### src/rtl/gpio_pkg.sv
// rtl/gpio_pkg.sv - shared register map and defaults for the gpio_irq peripheral
package gpio_pkg;

    localparam int ADDR_DEC_W = 4;
    localparam int GPIO_W_DEF = 16;

    localparam logic [ADDR_DEC_W-1:0] GPIO_DIR     = 4'h0;
    localparam logic [ADDR_DEC_W-1:0] GPIO_OUT     = 4'h1;
    localparam logic [ADDR_DEC_W-1:0] GPIO_IN      = 4'h2;
    localparam logic [ADDR_DEC_W-1:0] GPIO_OUT_SET = 4'h3;
    localparam logic [ADDR_DEC_W-1:0] GPIO_OUT_CLR = 4'h4;
    localparam logic [ADDR_DEC_W-1:0] GPIO_IEN     = 4'h5;
    localparam logic [ADDR_DEC_W-1:0] GPIO_RISE    = 4'h6;
    localparam logic [ADDR_DEC_W-1:0] GPIO_FALL    = 4'h7;
    localparam logic [ADDR_DEC_W-1:0] GPIO_PEND    = 4'h8;

endpackage

### src/rtl/gpio_sync_edge.sv
// rtl/gpio_sync_edge.sv - pad input synchroniser with edge detection and post-reset edge mask
module gpio_sync_edge #(
    parameter int GPIO_W      = 16,
    parameter int SYNC_STAGES = 2
) (
    input  logic              clk,
    input  logic              rst_n,
    input  logic [GPIO_W-1:0] pin,
    output logic [GPIO_W-1:0] in_vec,
    output logic [GPIO_W-1:0] rise,
    output logic [GPIO_W-1:0] fall
);

    localparam int MASK_CYC = SYNC_STAGES + 1;
    localparam int CNT_W    = $clog2(MASK_CYC + 1);

    logic [GPIO_W-1:0] sync_q [SYNC_STAGES];
    logic [GPIO_W-1:0] prev_q;
    logic [CNT_W-1:0]  cnt_q;
    logic              masking;

    // Pins already high through reset ripple through the zeroed chain; the
    // mask covers that window so they never look like edges.
    assign masking = (cnt_q != CNT_W'(MASK_CYC));
    assign in_vec  = sync_q[SYNC_STAGES-1];
    assign rise    = masking ? '0 : (in_vec & ~prev_q);
    assign fall    = masking ? '0 : (~in_vec & prev_q);

    always_ff @(posedge clk) begin
        if (!rst_n) begin
            for (int i = 0; i < SYNC_STAGES; i++) begin
                sync_q[i] <= '0;
            end
            prev_q <= '0;
            cnt_q  <= '0;
        end else begin
            sync_q[0] <= pin;
            for (int i = 1; i < SYNC_STAGES; i++) begin
                sync_q[i] <= sync_q[i-1];
            end
            prev_q <= in_vec;
            if (masking) begin
                cnt_q <= cnt_q + CNT_W'(1);
            end
        end
    end

endmodule

### src/rtl/gpio_irq.sv
// rtl/gpio_irq.sv - GPIO peripheral: register file, edge interrupts and valid/ready bus slave
module gpio_irq
    import gpio_pkg::*;
#(
    parameter int GPIO_W      = GPIO_W_DEF,
    parameter int SYNC_STAGES = 2
) (
    input  logic              clk,
    input  logic              rst_n,
    input  logic [31:0]       addr_i,
    input  logic [31:0]       data_i,
    input  logic              we_i,
    output logic [31:0]       data_o,
    input  logic              req_valid_i,
    output logic              req_ready_o,
    output logic              rsp_valid_o,
    input  logic              rsp_ready_i,
    input  logic [GPIO_W-1:0] gpio_i,
    output logic [GPIO_W-1:0] gpio_o,
    output logic [GPIO_W-1:0] gpio_oe_o,
    output logic              irq_o
);

    logic [GPIO_W-1:0]     dir_q, out_q, ien_q, rise_en_q, fall_en_q, pend_q;
    logic [GPIO_W-1:0]     in_vec, rise_vec, fall_vec;
    logic [GPIO_W-1:0]     wdata, pend_clr, pend_set;
    logic [ADDR_DEC_W-1:0] word;
    logic                  accept, wr;
    logic [31:0]           rdata;

    gpio_sync_edge #(
        .GPIO_W      (GPIO_W),
        .SYNC_STAGES (SYNC_STAGES)
    ) u_sync_edge (
        .clk    (clk),
        .rst_n  (rst_n),
        .pin    (gpio_i),
        .in_vec (in_vec),
        .rise   (rise_vec),
        .fall   (fall_vec)
    );

    assign word        = addr_i[5:2];
    assign wdata       = data_i[GPIO_W-1:0];
    assign req_ready_o = ~rsp_valid_o | rsp_ready_i;
    assign accept      = req_valid_i & req_ready_o;
    assign wr          = accept & we_i;
    assign pend_clr    = (wr && word == GPIO_PEND) ? wdata : '0;
    assign pend_set    = (rise_vec & rise_en_q) | (fall_vec & fall_en_q);

    assign gpio_o    = out_q;
    assign gpio_oe_o = dir_q;
    assign irq_o     = |(pend_q & ien_q);

    always_comb begin
        rdata = '0;
        case (word)
            GPIO_DIR:  rdata[GPIO_W-1:0] = dir_q;
            GPIO_OUT:  rdata[GPIO_W-1:0] = out_q;
            GPIO_IN:   rdata[GPIO_W-1:0] = in_vec;
            GPIO_IEN:  rdata[GPIO_W-1:0] = ien_q;
            GPIO_RISE: rdata[GPIO_W-1:0] = rise_en_q;
            GPIO_FALL: rdata[GPIO_W-1:0] = fall_en_q;
            GPIO_PEND: rdata[GPIO_W-1:0] = pend_q;
            default:   rdata = '0;
        endcase
    end

    always_ff @(posedge clk) begin
        if (!rst_n) begin
            dir_q       <= '0;
            out_q       <= '0;
            ien_q       <= '0;
            rise_en_q   <= '0;
            fall_en_q   <= '0;
            pend_q      <= '0;
            rsp_valid_o <= 1'b0;
            data_o      <= '0;
        end else begin
            if (wr) begin
                case (word)
                    GPIO_DIR:     dir_q     <= wdata;
                    GPIO_OUT:     out_q     <= wdata;
                    GPIO_OUT_SET: out_q     <= out_q | wdata;
                    GPIO_OUT_CLR: out_q     <= out_q & ~wdata;
                    GPIO_IEN:     ien_q     <= wdata;
                    GPIO_RISE:    rise_en_q <= wdata;
                    GPIO_FALL:    fall_en_q <= wdata;
                    default:      ;
                endcase
            end
            // A fresh edge outranks a software clear landing on the same cycle.
            pend_q <= (pend_q & ~pend_clr) | pend_set;

            if (accept) begin
                rsp_valid_o <= 1'b1;
                data_o      <= we_i ? '0 : rdata;
            end else if (rsp_ready_i) begin
                rsp_valid_o <= 1'b0;
                data_o      <= '0;
            end
        end
    end

endmodule

### config.mk
export PLATFORM = sky130hd
export DESIGN_NAME = gpio_irq
export DESIGN_NICKNAME = d
export VERILOG_FILES = /design/src/rtl/gpio_pkg.sv /design/src/rtl/gpio_sync_edge.sv /design/src/rtl/gpio_irq.sv
export SDC_FILE = /design/constraint.sdc
export NUM_CORES = 1
export LEC_CHECK = 0
export ABC_AREA = 1
export ABC_CLOCK_PERIOD_IN_PS = 1900
export BUFFER_PORTS_ARGS = -buffer_cell sky130_fd_sc_hd__buf_2
export CAP_MARGIN = 0
export CORE_ASPECT_RATIO = 1.4
export CORE_MARGIN = 1.5
export CORE_UTILIZATION = 30
export DETAILED_ROUTE_END_ITERATION = 12
export PLACE_DENSITY = 0.47
export SLEW_MARGIN = 0
export SYNTH_ARGS = -nofsm -noshare
export SYNTH_HDL_FRONTEND = slang
export SYNTH_HIERARCHICAL = 1
export SYNTH_SLANG_ARGS = --single-unit
### constraint.sdc
create_clock -name clk -period 1.9 [get_ports clk]
set_input_delay 0.095 -clock clk [delete_from_list [all_inputs] [get_ports clk]]
set_output_delay 0.095 -clock clk [all_outputs]
set_load 0.005 [all_outputs]
Word level (Yosys, flattened, before mapping)

Memories as Yosys holds them, arrays and structs flattened.
Index checks and enable logic that the tools add are counted.

Word-level logic and storage cells: 65
Input bits: 85
Bits in registers: 147
Memories: 1
Output and inout bits: 67
Memory bits (writable): 32

Memory list:

| memory             | depth | width | rd ports | clocked after memory_dff | write ports | RTL line             | RTL |
|---|---|---|---|---|---|---|---|
| u_sync_edge.sync_q | 2     | 16    | 2        | 0                        | 2           | gpio_sync_edge.sv:17 | `logic [GPIO_W-1:0] sync_q [SYNC_STAGES];` |

Muxes and demuxes: 14
Add/sub/neg operators: 1
Bitwise gates (word level): 20
Equality and inequality tests: 9
Reductions and logical operators: 10

Operators with widths:

| cell                | count |
|---|---|
| $and 16x16->16      | 7 |
| $pmux 16 s7         | 1 |
| $mux 16             | 6 |
| $mux 32             | 2 |
| $not 16->16         | 4 |
| $or 16x16->16       | 3 |
| $pmux 16 s3         | 1 |
| $eq 4x3->1 const B  | 4 |
| $reduce_or 16->1    | 1 |
| $reduce_and 2->1    | 5 |
| $eq 4x2->1 const B  | 2 |
| $eq 4x1->1 const B  | 1 |
| $eq 4x4->1 const B  | 1 |
| $logic_not 4->1     | 1 |
| $mux 1              | 4 |
| $or 1x1->1          | 3 |
| $reduce_bool 3->1   | 1 |
| $add 2x1->2 const B | 1 |
| $and 1x1->1         | 2 |
| $ne 2x2->1 const B  | 1 |
| $reduce_bool 2->1   | 1 |
| $logic_and 1x1->1   | 1 |
| $not 1->1           | 1 |

Logic depth before layout (Yosys ltp)

Depth in word-level cells: 9
Gate-level depth with buffers: 10
Mapped depth without buffers: 8

Hierarchy

The synthesis kept the hierarchy.

Modules (own cells, without submodules):

| module         | sequential area each (um^2) | area each (um^2) | instances | cells an instance |
|---|---|---|---|---|
| gpio_irq       | 2262.2                      | 5751.8           | 1         | 866 |
| gpio_sync_edge | 1001.0                      | 1860.5           | 1         | 247 |

Least setup slack after synthesis

No wires, ideal clock.

Kind: register to register
Start point: register rsp_valid_o
End point: register dir_q[10] (netlist: gpio_oe_o[10])
Cell stages (with the launch flop): 9
Buffers on the path: 1
Setup time: 0.064 ns
Path slack: 0.497 ns
Arrival: 1.338 ns
Period minus slack after synthesis: 1.403 ns
Data required time: 1.836 ns
Cells stage by stage: dfxtp_1 nand2_1 nand2_1 nor2_2 nand3_1 inv_2 buf_2 nor2_1 nor2_1

Word-level cells in the longest chain between the ends: 5

Ends and longest elaborated chain:

| what                              | RTL line       | RTL |
|---|---|---|
| start, declared                   | gpio_irq.sv:16 | `output logic rsp_valid_o,` |
| start signal, assigned            | gpio_irq.sv:77 | `rsp_valid_o <= 1'b0;` |
| start signal, assigned            | gpio_irq.sv:96 | `rsp_valid_o <= 1'b1;` |
| start signal, assigned            | gpio_irq.sv:99 | `rsp_valid_o <= 1'b0;` |
| $not 1->1                         | gpio_irq.sv:45 | `assign req_ready_o = ~rsp_valid_o \| rsp_ready_i;` |
| $or 1x1->1                        | gpio_irq.sv:45 |  |
| via req_ready_o                   | gpio_irq.sv:15 | `output logic req_ready_o,` |
| $and 1x1->1                       | gpio_irq.sv:46 | `assign accept = req_valid_i & req_ready_o;` |
| $and 1x1->1                       | gpio_irq.sv:47 | `assign wr = accept & we_i;` |
| $reduce_and 2->1 (no source line) | --             |  |
| end signal, assigned              | gpio_irq.sv:82 | `GPIO_DIR: dir_q <= wdata;` |
| end, declared                     | gpio_irq.sv:24 | `logic [GPIO_W-1:0] dir_q, out_q, ien_q, rise_en_q, fall_en_q, pend_q;` |

The timed path passes the listed nets, and every way through them passes these cells.
A chain may end at the register's enable or synchronous reset.

Final worst setup path

Start point: register pend_q[15]
End point: output port irq_o

Word-level cells in the longest chain between the ends: 2

Ends and longest elaborated chain:

| what                   | RTL line       | RTL |
|---|---|---|
| start, declared        | gpio_irq.sv:24 |  |
| start signal, assigned | gpio_irq.sv:93 | `pend_q <= (pend_q & ~pend_clr) \| pend_set;` |
| $and 16x16->16         | gpio_irq.sv:53 | `assign irq_o = \|(pend_q & ien_q);` |
| $reduce_or 16->1       | gpio_irq.sv:53 |  |
| end, declared          | gpio_irq.sv:21 | `output logic irq_o` |

No other way between the ends.

==> flow_results.org <==
** Detailed routing
- In the final routed layout, each cell accounts on average for approximately 14 um.
- In this run the remaining antenna-violating nets after routing total 0.
- For this block, the initial DRC count from the detailed router was 457.
- DRC violations left :: 0
- Wires add up to 21200 um.
- Routed vias :: 6780
- Average via count per standard cell :: 4.46
- For this run, the detailed router's first-pass iteration total came to 4.

** Clock network
- Number of resized instances in the post-cts repair step :: 0
- After clock tree synthesis, the clock-pin slew on the worst setup and hold paths is 0.07 ns.
- The clock net in this run drives a total of 163 sinks.
- The clock passes through at most 2 buffers.
- Number of buffers created by CTS :: 17
- TritonCTS built the clock tree.
- H-tree lvl count :: 4
- After clock tree synthesis, the flow added hold-fix buffers numbering 18.
- Once the clock tree was built, the setup fixing pass inserted 0 buffers.
- In this run the clock root is driven by a sky130_fd_sc_hd__clkbuf_16.
- Clock latency at the later pin of the worst-skew pair :: 0.43 ns

** STA
- Fmax achieved :: 0.562 GHz
- Worst hold slack :: 0.0230 ns
- RSZ-0062 raised after global routing :: no
- Final hold viol count :: 0
- In the final timing run, aggregate negative setup slack is 0 ns.
- Measured against its own limit, the worst slew margin works out to 0.622.
- Number of setup violations in the final report :: 0
- Final worst path period share :: 0.936
- Slew at the pin with the worst max-slew slack :: 0.567 ns
- Time the worst path needs with I/O delays and setup :: 1.78 ns
- The clock arrives with 0.00737 ns of skew.
- The number of max-slew violations in the final report was 0.

** Layout
- Final std cell area, no fill :: just over 9000 um^2
- Layout Utilization :: 0.366
- The number of antenna diodes in the final layout is 0.
- Compared with the post-synthesis result, the final layout area differs by 19.2%.
- The final layout contains 1278 nets.
- Share of cells above drive strength 1 :: 0.140

** Worst setup path
- Endpoint arrival time on the critical path :: 1.68 ns
- In this run the worst path has a maximum fanout of 3.
- Data on the critical path is required at its endpoint by 1.80 ns.
- STA classifies the critical path startpoint as a flop.
- Ordered list of cells on the worst path :: nand2_1, nand2_1, a221oi_1, nand4_1, buf_2
- In this design, the critical path's most frequently occurring cell is sky130_fd_sc_hd__nand2_1.
- Dominant delay contributor by cell family on the critical path :: simple AND/OR/NAND/NOR gates
- Register-to-register setup slack :: roughly 0.21 ns
- Worst Path Class, Setup :: reg -> out
- CP max-delay cell :: sky130_fd_sc_hd__a221oi_1
- Counting both buffers and inverters, the worst setup path holds a total of 1.
- The worst setup path is captured at an output pin.
- The largest single stage delay on the critical path is between 0.3 and 0.4 ns.

** Global route
- Entering global routing, the biggest net connects 50 pins.
- The first global-routing pass estimated 34700 um of wire.
- GRT Residual Overflow :: 0
- Vias in the first global route :: 6419
- Across every metal layer, demand over resource in global routing totals 0.170.
- Initial antenna violation count :: 0

** Power
- VDD sags by at most between 0.0006 and 0.0007 V.
- Pwr dens :: ~900 nW/um^2
- The analysis attributes to cell leakage a power of 4.26 nW.
- After layout, the design draws a total of 7.95 mW.

** Synth
- Number of enable-type register cells in the synthesized netlist :: 0
- Seq/Total Area, Yosys :: 0.429
- Yosys printed 6 warnings.
- Synth Area per Inst :: 6.84 um^2
- Counting flops and latches in the post-synthesis netlist gives 163.
- Top-count cell post-synth :: sky130_fd_sc_hd__nand2_1
- For this run, asynchronously set or reset flops after synthesis account for 0.
- Commonest cells post-synth :: sky130_fd_sc_hd__nand2_1, sky130_fd_sc_hd__dfxtp_1, sky130_fd_sc_hd__nand3_1
- In this run the cell area of the synthesized design comes to 7610 um^2.
- After synthesis, the netlist uses 22 different library cells.
- In the post-synthesis netlist, the biggest area contributors are sky130_fd_sc_hd__dfxtp_1, sky130_fd_sc_hd__nand2_1, sky130_fd_sc_hd__nand3_1.
- Number of cells produced by synthesis :: 1113
- Post-synth top area share :: 0.429
- The most used flip-flop cell after synthesis is sky130_fd_sc_hd__dfxtp_1.
- The biggest area contributor in the post-synthesis netlist is sky130_fd_sc_hd__dfxtp_1.

** Place
- Detailed placement finished with a half-perimeter wire length of 15700 um.
- Placer's final routability congestion estimate :: around 0.78
- Standard cell area after detailed placement :: 8230 um^2
- In this run the tool buffered the top-level ports with 91 buffer cells.

** Run
- Maxcap violations :: 0

** Floorplanning
- Die span in x :: 138 um
- For this design the top-level I/O count stands at 152.
- Row generation in the floorplan step produced 68 rows.
- The floorplan step defined a die boundary enclosing 26400 um^2.
- Area of the core :: 24800 um^2
- From bottom edge to top edge, the die measures 191 um.
- The initial utilization of the core area, before any placement, comes to 0.307.

** Outcome
- Result of the run :: finished clean

** Hold path
- The tightest min-delay check is of the in -> reg type.
-- worst reg2reg max path, delay by kind of cell (launching register included) --
family | cells | cell delay [ns]
flip-flops | 1 | 0.31
buffers and inverters | 2 | 0.50
AND/OR/NAND/NOR | 6 | 0.84
-- cell type report --
cell class / instances / area (um^2)
Clock buffer: 20 / 457
Clock inverter: 12 / 204
Fill cell: 2662 / 15700
Inverter: 129 / 484
Multi-Input combinational cell: 745 / 3390
Sequential cell: 163 / 3260
Tap cell: 315 / 394
Timing Repair Buffer: 135 / 883
-- cells by family (layout without fill, tap and decap cells) --
group / count (synthesis) / count (layout) / synth area share
compound gates: 214 / 214 / 0.151
other cells: 1 / 16 / 0.000493
simple gates: 513 / 513 / 0.283
flops: 163 / 163 / 0.429
buf+inv: 220 / 296 / 0.134
fa+ha+maj: 2 / 2 / 0.00329
-- per-layer routing --
layer / track usage / vias up / routed length [um]
li1: - / 3676 / -
met1: 0.227 / 2949 / 10200
met2: 0.279 / 142 / 9830
met3: 0.0292 / 13 / 946
met4: 0.0486 / 0 / 211
met5: 0 / - / 0
-- stage by stage --
| step | instances | setup WS, ns |
|---|---|---|
| global route | 1519 | 0.0249 |
| CTS | 1519 | 0.118 |
| global placement | 1469 | 0.217 |
| finish | 1519 | 0.121 |
| floorplan | 1128 | 0.497 |
| detailed placement | 1469 | 0.188 |
-- layout by cell type (no fill, tap or decap), types with 4 or more instances in the layout --
master	count
sky130_fd_sc_hd__nor2_2	7
sky130_fd_sc_hd__dfxtp_1	163
sky130_fd_sc_hd__buf_4	23
sky130_fd_sc_hd__clkinvlp_4	6
sky130_fd_sc_hd__a22o_1	16
sky130_fd_sc_hd__o21ai_1	8
sky130_fd_sc_hd__dlygate4sd3_1	18
sky130_fd_sc_hd__clkbuf_16	17
sky130_fd_sc_hd__buf_2	90
sky130_fd_sc_hd__nor2_1	117
sky130_fd_sc_hd__a21oi_1	98
sky130_fd_sc_hd__conb_1	16
sky130_fd_sc_hd__nand2_1	233
sky130_fd_sc_hd__o21ai_0	88
sky130_fd_sc_hd__inv_2	8
sky130_fd_sc_hd__bufinv_16	5
sky130_fd_sc_hd__inv_1	121
sky130_fd_sc_hd__a221oi_1	4
sky130_fd_sc_hd__nand3_1	149
sky130_fd_sc_hd__buf_12	4
sky130_fd_sc_hd__nand2_2	4
-- worst paths after layout --
path                                         from                                    to  cells past startpoint
max                         pend_q[15]$_SDFF_PN0_                                 irq_o                      5
min                                     data_i[2]             gpio_oe_o[2]$_SDFFE_PN0P_                      3
max reg2reg              rsp_valid_o$_SDFFE_PN0P_             gpio_oe_o[1]$_SDFFE_PN0P_                      8
min reg2reg  u_sync_edge/sync_q[0][13]$_SDFF_PN0_  u_sync_edge/sync_q[0][29]$_SDFF_PN0_                      2
-- power by group --
| part | leakage, nW | internal, mW | switching [mW] | total (mW) |
|---|---|---|---|---|
| Clock | 0.301 | 2.40 | 1.45 | 3.86 |
| Sequential | 1.32 | 3.49 | 0.0518 | 3.54 |
| Combinational | 2.64 | 0.188 | 0.368 | 0.556 |
| Total | 4.26 | 6.08 | 1.87 | 7.95 |
-- registers in the layout, summed over array words and instances (netlist names) --
| signal | count |
|---|---|
| u_sync_edge/sync_q | 32 |
| data_o | 16 |
| fall_en_q | 16 |
| gpio_o | 16 |
| gpio_oe_o | 16 |
| ien_q | 16 |
| pend_q | 16 |
| rise_en_q | 16 |
| u_sync_edge/prev_q | 16 |
| u_sync_edge/cnt_q | 2 |
| rsp_valid_o | 1 |
(Power assumes the default switching activity.)
